[src/rtl/acq_sequencer_if.sv]
// Bundle between the acquisition sequencer and its neighbours: host controls,
// DiscReader byte stream, acquisition RAM write port and capture status.
interface acq_sequencer_if #(
  parameter int ADDR_WIDTH = 19,
  parameter int IDX_WIDTH  = 8
);
  logic                  start;
  logic                  abort;
  logic                  start_on_index;
  logic [IDX_WIDTH-1:0]  stop_index_count;
  logic                  index;
  logic                  rd_valid;
  logic [7:0]            rd_data;

  logic                  reader_enable;
  logic                  waiting;
  logic                  busy;
  logic                  done;
  logic                  mem_we;
  logic [ADDR_WIDTH-1:0] mem_addr;
  logic [7:0]            mem_wdata;
  logic                  stat_full;
  logic                  stat_abort;
  logic [ADDR_WIDTH:0]   byte_count;

  modport master (
    output start, abort, start_on_index, stop_index_count, index, rd_valid, rd_data,
    input  reader_enable, waiting, busy, done, mem_we, mem_addr, mem_wdata,
           stat_full, stat_abort, byte_count
  );

  modport slave (
    input  start, abort, start_on_index, stop_index_count, index, rd_valid, rd_data,
    output reader_enable, waiting, busy, done, mem_we, mem_addr, mem_wdata,
           stat_full, stat_abort, byte_count
  );
endinterface

[src/rtl/acq_sequencer.sv]
// Disc capture sequencer: arms on start (optionally waiting for index), stores
// reader bytes into acquisition RAM, stops on index count, memory full or abort.
module acq_sequencer #(
  parameter int ADDR_WIDTH = 19,
  parameter int IDX_WIDTH  = 8
) (
  input  logic             clk,
  input  logic             rst,
  acq_sequencer_if.slave   seq_io
);

  typedef enum logic [1:0] {IDLE, WAIT_IDX, RUN} state_t;

  localparam logic [ADDR_WIDTH-1:0] LAST_ADDR = '1;

  state_t                state_q, state_d;
  logic                  idx_prev_q;
  logic                  idx_edge;
  logic [ADDR_WIDTH-1:0] wptr_q, wptr_d;
  logic [ADDR_WIDTH:0]   byte_count_q, byte_count_d;
  logic [IDX_WIDTH-1:0]  idx_cnt_q, idx_cnt_d;
  logic [IDX_WIDTH-1:0]  stop_cnt_q, stop_cnt_d;
  logic                  stat_full_q, stat_full_d;
  logic                  stat_abort_q, stat_abort_d;
  logic                  mem_we_q, mem_we_d;
  logic [ADDR_WIDTH-1:0] mem_addr_q, mem_addr_d;
  logic [7:0]            mem_wdata_q, mem_wdata_d;
  logic                  reader_enable_q, waiting_q, busy_q, done_q;

  assign idx_edge = seq_io.index & ~idx_prev_q;

  always_comb begin
    state_d      = state_q;
    wptr_d       = wptr_q;
    byte_count_d = byte_count_q;
    idx_cnt_d    = idx_cnt_q;
    stop_cnt_d   = stop_cnt_q;
    stat_full_d  = stat_full_q;
    stat_abort_d = stat_abort_q;
    mem_we_d     = 1'b0;
    mem_addr_d   = mem_addr_q;
    mem_wdata_d  = mem_wdata_q;

    unique case (state_q)
      IDLE: begin
        if (seq_io.start) begin
          wptr_d       = '0;
          byte_count_d = '0;
          idx_cnt_d    = '0;
          stat_full_d  = 1'b0;
          stat_abort_d = 1'b0;
          stop_cnt_d   = seq_io.stop_index_count;
          state_d      = seq_io.start_on_index ? WAIT_IDX : RUN;
        end
      end

      WAIT_IDX: begin
        if (seq_io.abort) begin
          stat_abort_d = 1'b1;
          state_d      = IDLE;
        end else if (idx_edge) begin
          state_d = RUN;
        end
      end

      RUN: begin
        if (seq_io.abort) begin
          // A byte arriving alongside abort is dropped on purpose.
          stat_abort_d = 1'b1;
          state_d      = IDLE;
        end else begin
          if (idx_edge) begin
            idx_cnt_d = idx_cnt_q + 1'b1;
            if ((stop_cnt_q != '0) && (idx_cnt_d == stop_cnt_q)) begin
              state_d = IDLE;
            end
          end
          if (seq_io.rd_valid) begin
            mem_we_d     = 1'b1;
            mem_addr_d   = wptr_q;
            mem_wdata_d  = seq_io.rd_data;
            byte_count_d = byte_count_q + 1'b1;
            if (wptr_q == LAST_ADDR) begin
              // Pointer parks at the top; the next start rewinds it.
              stat_full_d = 1'b1;
              state_d     = IDLE;
            end else begin
              wptr_d = wptr_q + 1'b1;
            end
          end
        end
      end

      default: state_d = IDLE;
    endcase
  end

  always_ff @(posedge clk or posedge rst) begin
    if (rst) begin
      state_q         <= IDLE;
      idx_prev_q      <= 1'b1;
      wptr_q          <= '0;
      byte_count_q    <= '0;
      idx_cnt_q       <= '0;
      stop_cnt_q      <= '0;
      stat_full_q     <= 1'b0;
      stat_abort_q    <= 1'b0;
      mem_we_q        <= 1'b0;
      mem_addr_q      <= '0;
      mem_wdata_q     <= '0;
      reader_enable_q <= 1'b0;
      waiting_q       <= 1'b0;
      busy_q          <= 1'b0;
      done_q          <= 1'b0;
    end else begin
      state_q         <= state_d;
      idx_prev_q      <= seq_io.index;
      wptr_q          <= wptr_d;
      byte_count_q    <= byte_count_d;
      idx_cnt_q       <= idx_cnt_d;
      stop_cnt_q      <= stop_cnt_d;
      stat_full_q     <= stat_full_d;
      stat_abort_q    <= stat_abort_d;
      mem_we_q        <= mem_we_d;
      mem_addr_q      <= mem_addr_d;
      mem_wdata_q     <= mem_wdata_d;
      reader_enable_q <= (state_d == RUN);
      waiting_q       <= (state_d == WAIT_IDX);
      busy_q          <= (state_d != IDLE);
      done_q          <= (state_q != IDLE) && (state_d == IDLE);
    end
  end

  assign seq_io.reader_enable = reader_enable_q;
  assign seq_io.waiting       = waiting_q;
  assign seq_io.busy          = busy_q;
  assign seq_io.done          = done_q;
  assign seq_io.mem_we        = mem_we_q;
  assign seq_io.mem_addr      = mem_addr_q;
  assign seq_io.mem_wdata     = mem_wdata_q;
  assign seq_io.stat_full     = stat_full_q;
  assign seq_io.stat_abort    = stat_abort_q;
  assign seq_io.byte_count    = byte_count_q;

endmodule
[src/flat_wrapper.sv]
// flat-port wrapper written by rule: the top's interface ports become plain ports
module acq_sequencer_flat 
#(
  parameter int ADDR_WIDTH = 19,
  parameter int IDX_WIDTH  = 8
)
  (clk, rst, seq_io_start, seq_io_abort, seq_io_start_on_index, seq_io_stop_index_count, seq_io_index, seq_io_rd_valid, seq_io_rd_data, seq_io_reader_enable, seq_io_waiting, seq_io_busy, seq_io_done, seq_io_mem_we, seq_io_mem_addr, seq_io_mem_wdata, seq_io_stat_full, seq_io_stat_abort, seq_io_byte_count);
  acq_sequencer_if #(.ADDR_WIDTH(ADDR_WIDTH), .IDX_WIDTH(IDX_WIDTH)) seq_io_i ();
  input  logic clk;
  input  logic rst;
  input wire logic [$bits(seq_io_i.start)-1:0] seq_io_start;
  input wire logic [$bits(seq_io_i.abort)-1:0] seq_io_abort;
  input wire logic [$bits(seq_io_i.start_on_index)-1:0] seq_io_start_on_index;
  input wire logic [$bits(seq_io_i.stop_index_count)-1:0] seq_io_stop_index_count;
  input wire logic [$bits(seq_io_i.index)-1:0] seq_io_index;
  input wire logic [$bits(seq_io_i.rd_valid)-1:0] seq_io_rd_valid;
  input wire logic [$bits(seq_io_i.rd_data)-1:0] seq_io_rd_data;
  output wire logic [$bits(seq_io_i.reader_enable)-1:0] seq_io_reader_enable;
  output wire logic [$bits(seq_io_i.waiting)-1:0] seq_io_waiting;
  output wire logic [$bits(seq_io_i.busy)-1:0] seq_io_busy;
  output wire logic [$bits(seq_io_i.done)-1:0] seq_io_done;
  output wire logic [$bits(seq_io_i.mem_we)-1:0] seq_io_mem_we;
  output wire logic [$bits(seq_io_i.mem_addr)-1:0] seq_io_mem_addr;
  output wire logic [$bits(seq_io_i.mem_wdata)-1:0] seq_io_mem_wdata;
  output wire logic [$bits(seq_io_i.stat_full)-1:0] seq_io_stat_full;
  output wire logic [$bits(seq_io_i.stat_abort)-1:0] seq_io_stat_abort;
  output wire logic [$bits(seq_io_i.byte_count)-1:0] seq_io_byte_count;
  assign seq_io_i.start = seq_io_start;
  assign seq_io_i.abort = seq_io_abort;
  assign seq_io_i.start_on_index = seq_io_start_on_index;
  assign seq_io_i.stop_index_count = seq_io_stop_index_count;
  assign seq_io_i.index = seq_io_index;
  assign seq_io_i.rd_valid = seq_io_rd_valid;
  assign seq_io_i.rd_data = seq_io_rd_data;
  assign seq_io_reader_enable = seq_io_i.reader_enable;
  assign seq_io_waiting = seq_io_i.waiting;
  assign seq_io_busy = seq_io_i.busy;
  assign seq_io_done = seq_io_i.done;
  assign seq_io_mem_we = seq_io_i.mem_we;
  assign seq_io_mem_addr = seq_io_i.mem_addr;
  assign seq_io_mem_wdata = seq_io_i.mem_wdata;
  assign seq_io_stat_full = seq_io_i.stat_full;
  assign seq_io_stat_abort = seq_io_i.stat_abort;
  assign seq_io_byte_count = seq_io_i.byte_count;
  acq_sequencer #(.ADDR_WIDTH(ADDR_WIDTH), .IDX_WIDTH(IDX_WIDTH)) u_core (.clk(clk), .rst(rst), .seq_io(seq_io_i));
endmodule
[config.mk]
export PLATFORM = sky130hd
export DESIGN_NAME = acq_sequencer_flat
export DESIGN_NICKNAME = d
export VERILOG_FILES = /design/src/rtl/acq_sequencer_if.sv /design/src/rtl/acq_sequencer.sv /design/src/flat_wrapper.sv
export SDC_FILE = /design/constraint.sdc
export NUM_CORES = 1
export LEC_CHECK = 0
export ABC_AREA = 0
export BUFFER_PORTS_ARGS = -buffer_cell sky130_fd_sc_hd__buf_2
export CORE_ASPECT_RATIO = 1.75
export CORE_MARGIN = 5
export CORE_UTILIZATION = 45
export CTS_CLUSTER_DIAMETER = 150
export DETAILED_ROUTE_END_ITERATION = 12
export PLACE_DENSITY = 0.66
export SYNTH_ARGS = -nofsm -noshare
export SYNTH_HDL_FRONTEND = slang
export SYNTH_SLANG_ARGS = --single-unit
export TNS_END_PERCENT = 100
[constraint.sdc]
create_clock -name clk -period 7.98 [get_ports clk]
set_input_delay 1.596 -clock clk [delete_from_list [all_inputs] [get_ports clk]]
set_output_delay 1.596 -clock clk [all_outputs]
set_load 0.1 [all_outputs]
==> summary.md <==
| Metric | Value |
|---|---|
| Status | complete, no violations |
| Global route overflow | 0 |
| GR Layer Usage met3 | 3.74% |
| Unrepaired setup endpoints after global routing | false |
| Fin. max-slew vios | 0 |
| Post-detailed-route DRC marker count | 0 |
| CTS tree | done |
| Iteration count of the initial detailed-routing pass | 6 |
| Final routed wirelength across all metal layers | 9620 um |
| Clock latency reported for the late side of the worst-skew pair | 0.34 ns |
| Max-capacitance violation count | 0 |
| # fillers | 944 |
| Mapped Area | 4420 sq um |
| Delay of the slowest cell on the worst path | 0.53 ns |
| Total die area | 12000 sq um |
| Top-area cell type share of the netlist area | 51.5% |
| Synth area leader | sky130_fd_sc_hd__dfrtp_1 |
| GRT Max-Usage Layer | met2 |
| Vias in the first global route | 3539 |
| Number of nets produced by synthesis | 490 |
| FMAX | 275 MHz |
| Clock tree buffer depth | 2 |
| Reported leakage power | 2.60 nW |
| Via-to-Cell Ratio | 5.35 |
| Total power consumption of the routed design | 1.62 mW |
| Primary FF master, synth | sky130_fd_sc_hd__dfrtp_1 |
| Most frequent cells after synthesis | 99 x sky130_fd_sc_hd__nand2_1, 91 x sky130_fd_sc_hd__dfrtp_1, 49 x sky130_fd_sc_hd__nor2_1 |
| Number of failing setup endpoints in the final timing report | 0 |
| Count of buffers from port buffering | 76 |
| First-pass GRT wire length | 16500 um |
| Average instance area after synthesis | 9.62 sq um |
| Critical Path Sink Type | flop |
| Antenna violations before repair | 0 |
| Placer congestion estimate | 0.858 |
| Least-Margin Pin Slew | 0.704 ns |
| CTS Buf Count | 9 |
| Final Util | 53.0% |
| Share of the clock period used by the worst path | 45.5% |
| GR Util met1 | 18.9% |
| Detailed-placement wirelength estimate | 6990 um |
| Remaining antenna violation count | 0 |
| Die extent in x | 84.9 um |
| Pin count of the biggest net entering global routing | 55 |
| Clock slew seen by the registers of the worst setup and hold paths | 0.07 ns |
| Initial standard-cell utilization of the core | 45.5% |
| Fin Clk Skew | 0.00790 ns |
| Final sum of negative setup slack | 0 ns |
| Number of resized instances in the post-cts repair step | 0 |
| Global-route usage over all layers | 17.0% |
| Master of the slowest instance on the critical path | sky130_fd_sc_hd__inv_2 |
| Area added between synthesis and finish | 16.6% |
| Number of core rows | 48 |
| Die Height | 141 um |
| Class of the most critical setup path | in -> reg |
| NumNets Final | 557 |
| Final count of hold timing violations | 0 |
| Most frequently used cell type in the post-synthesis netlist | sky130_fd_sc_hd__nand2_1 |
| Category of the worst setup path launch point | input port |
| Count of pins on the block boundary | 77 |
| Tightest Hold Check Type | reg -> reg |
| CP arrival | 3.84 ns |
| Clock tree root driver cell | sky130_fd_sc_hd__clkbuf_16 |
| Clock net sink count | 92 |
| Ratio of cells with drive above 1 in the final layout | 20.9% |
| Critical path peak fanout | 32 |
| Shortest clock period the worst path allows after layout | 3.63 ns |
| Starting DRC count in detailed routing | 182 |
| Peak supply drop | 242 uV |
| Critical-path cell list | buf_2 > nand3b_4 > inv_2 > o21ai_1 > a41oi_2 > and4_1 > xnor2_1 > nor2_1 |
| CTS Hold Bufs | 0 |
| Rel. slew slack | 52.7% |
| Post-CTS setup-driven buffer insertion count | 0 |
| Power density over the cells | 314 nW/um^2 |
| Top cells by area in the synthesized netlist | sky130_fd_sc_hd__dfrtp_1 51%, sky130_fd_sc_hd__nand2_1 8.4%, sky130_fd_sc_hd__xor2_1 5.0% |
| Count of yosys warnings during synthesis | 0 |
| Per-cell routed wire length | 14.6 um |
| CTS H-tree lvls | 3 |
| DR vias | 3514 |
| Fraction of the yosys area taken by sequential cells | 52.1% |
| Required time of the worst setup path | 8.19 ns |
| CORE AREA | 9730 sq um |
| Gate Count Post-Synth | 460 |
| Number of flip-flops and latches in the synthesized netlist | 92 |
| Global-route met2 utilization | 29.9% |
| Number of synthesized flops with an enable pin | 0 |
| Unique cell type count in the Yosys netlist | 47 |
| Share of synthesized registers carrying an async set or reset | 100% |
| Number of antenna cells inserted | 0 |
-- metrics by stage --
stage               cell area, sq um  hold WS [ns]  std cells  setup slack, ns
floorplan                       4420         0.461        460             3.99
global placement                4870         0.453        641             4.04
detailed placement              4870         0.458        641             3.96
CTS                             5160         0.475        657             4.31
global route                    5160         0.499        657             4.06
finish                          5160         0.473        657             4.35
-- placed cells by master (no fill, tap or decap), types with 5 or more instances in the layout --
| cell type | n |
|---|---|
| sky130_fd_sc_hd__ha_1 | 7 |
| sky130_fd_sc_hd__a21oi_1 | 13 |
| sky130_fd_sc_hd__xnor2_1 | 13 |
| sky130_fd_sc_hd__nand2b_1 | 7 |
| sky130_fd_sc_hd__a31oi_1 | 5 |
| sky130_fd_sc_hd__clkbuf_16 | 9 |
| sky130_fd_sc_hd__dfrtp_1 | 91 |
| sky130_fd_sc_hd__buf_2 | 76 |
| sky130_fd_sc_hd__and3_1 | 8 |
| sky130_fd_sc_hd__nand4_1 | 13 |
| sky130_fd_sc_hd__o21ai_0 | 15 |
| sky130_fd_sc_hd__nand3_1 | 22 |
| sky130_fd_sc_hd__nor2_1 | 48 |
| sky130_fd_sc_hd__mux2_2 | 9 |
| sky130_fd_sc_hd__xor2_1 | 25 |
| sky130_fd_sc_hd__nand2_1 | 99 |
| sky130_fd_sc_hd__and4_1 | 10 |
-- worst max-delay path, delay by kind of cell --
kind	cells	cell delay, ns
AOI/OAI and AO/OA	2	0.68
xor gates and xnor gates	1	0.12
buffers and inverters	2	0.66
and+or+nand+nor	3	0.76
-- registers in the layout, summed over array words and instances (netlist names) --
signal	flops
u_core.idx_cnt_q	8
u_core.idx_prev_q	1
u_core.seq_io.busy	1
u_core.seq_io.byte_count	20
u_core.seq_io.done	1
u_core.seq_io.mem_addr	19
u_core.seq_io.mem_wdata	8
u_core.seq_io.mem_we	1
u_core.seq_io.reader_enable	1
u_core.seq_io.stat_abort	1
u_core.seq_io.stat_full	1
u_core.seq_io.waiting	1
u_core.state_q	2
u_core.stop_cnt_q	8
u_core.wptr_q	19
-- layer usage --
| layer | vias to the layer above | wire, um |
|---|---|---|
| li1 | 1710 | - |
| met1 | 1709 | 3780 |
| met2 | 73 | 5110 |
| met3 | 22 | 447 |
| met4 | 0 | 289 |
| met5 | - | 0 |
-- logic make-up (layout without fill, tap and decap cells) --
| logic type | count (synthesis) | in the layout | synth area share [%] |
|---|---|---|---|
| and+or+nand+nor | 231 | 231 | 24.9 |
| buffers and inverters | 28 | 100 | 2.89 |
| adders and majority gates | 7 | 7 | 1.98 |
| muxes | 10 | 10 | 2.52 |
| xor gates and xnor gates | 38 | 38 | 7.52 |
| DFF | 92 | 92 | 52.1 |
| AOI/OAI and AO/OA | 54 | 54 | 8.15 |
-- cell type report --
class                      count  area (sq um)  share of cell area (%)
multi-input combinational    340          1990                    38.7
timing repair buffer          78           395                    7.66
sequential                    92          2300                    44.7
clock buffer                   9           225                    4.37
tap                          125           156                    3.03
inverter                       6          23.8                   0.461
clock inverter                 7          60.1                    1.16
-- worst paths after layout --
check                                      startpoint                     endpoint  slack (ns)  cells past startpoint
min reg2reg                u_core.seq_io.mem_addr[13]   u_core.seq_io.mem_addr[13]        0.47                      2
max                                      seq_io_abort            u_core.wptr_q[16]        4.35                      8
min in group asynchronous                         rst  u_core.seq_io.byte_count[0]        1.33                      2
max in group asynchronous                         rst          u_core.idx_cnt_q[1]        5.54                      3
max reg2reg                         u_core.state_q[0]            u_core.wptr_q[16]        4.46                      9
min                        u_core.seq_io.mem_addr[13]   u_core.seq_io.mem_addr[13]        0.47                      2
-- report_power, final --
| part | leakage (nW) | internal, mW | switching (mW) |
|---|---|---|---|
| clock | 0.137 | 0.216 | 0.185 |
| combinational | 1.22 | 0.144 | 0.483 |
| sequential | 1.24 | 0.536 | 0.0549 |
No activity file was read; power rests on OpenSTA's default activity.
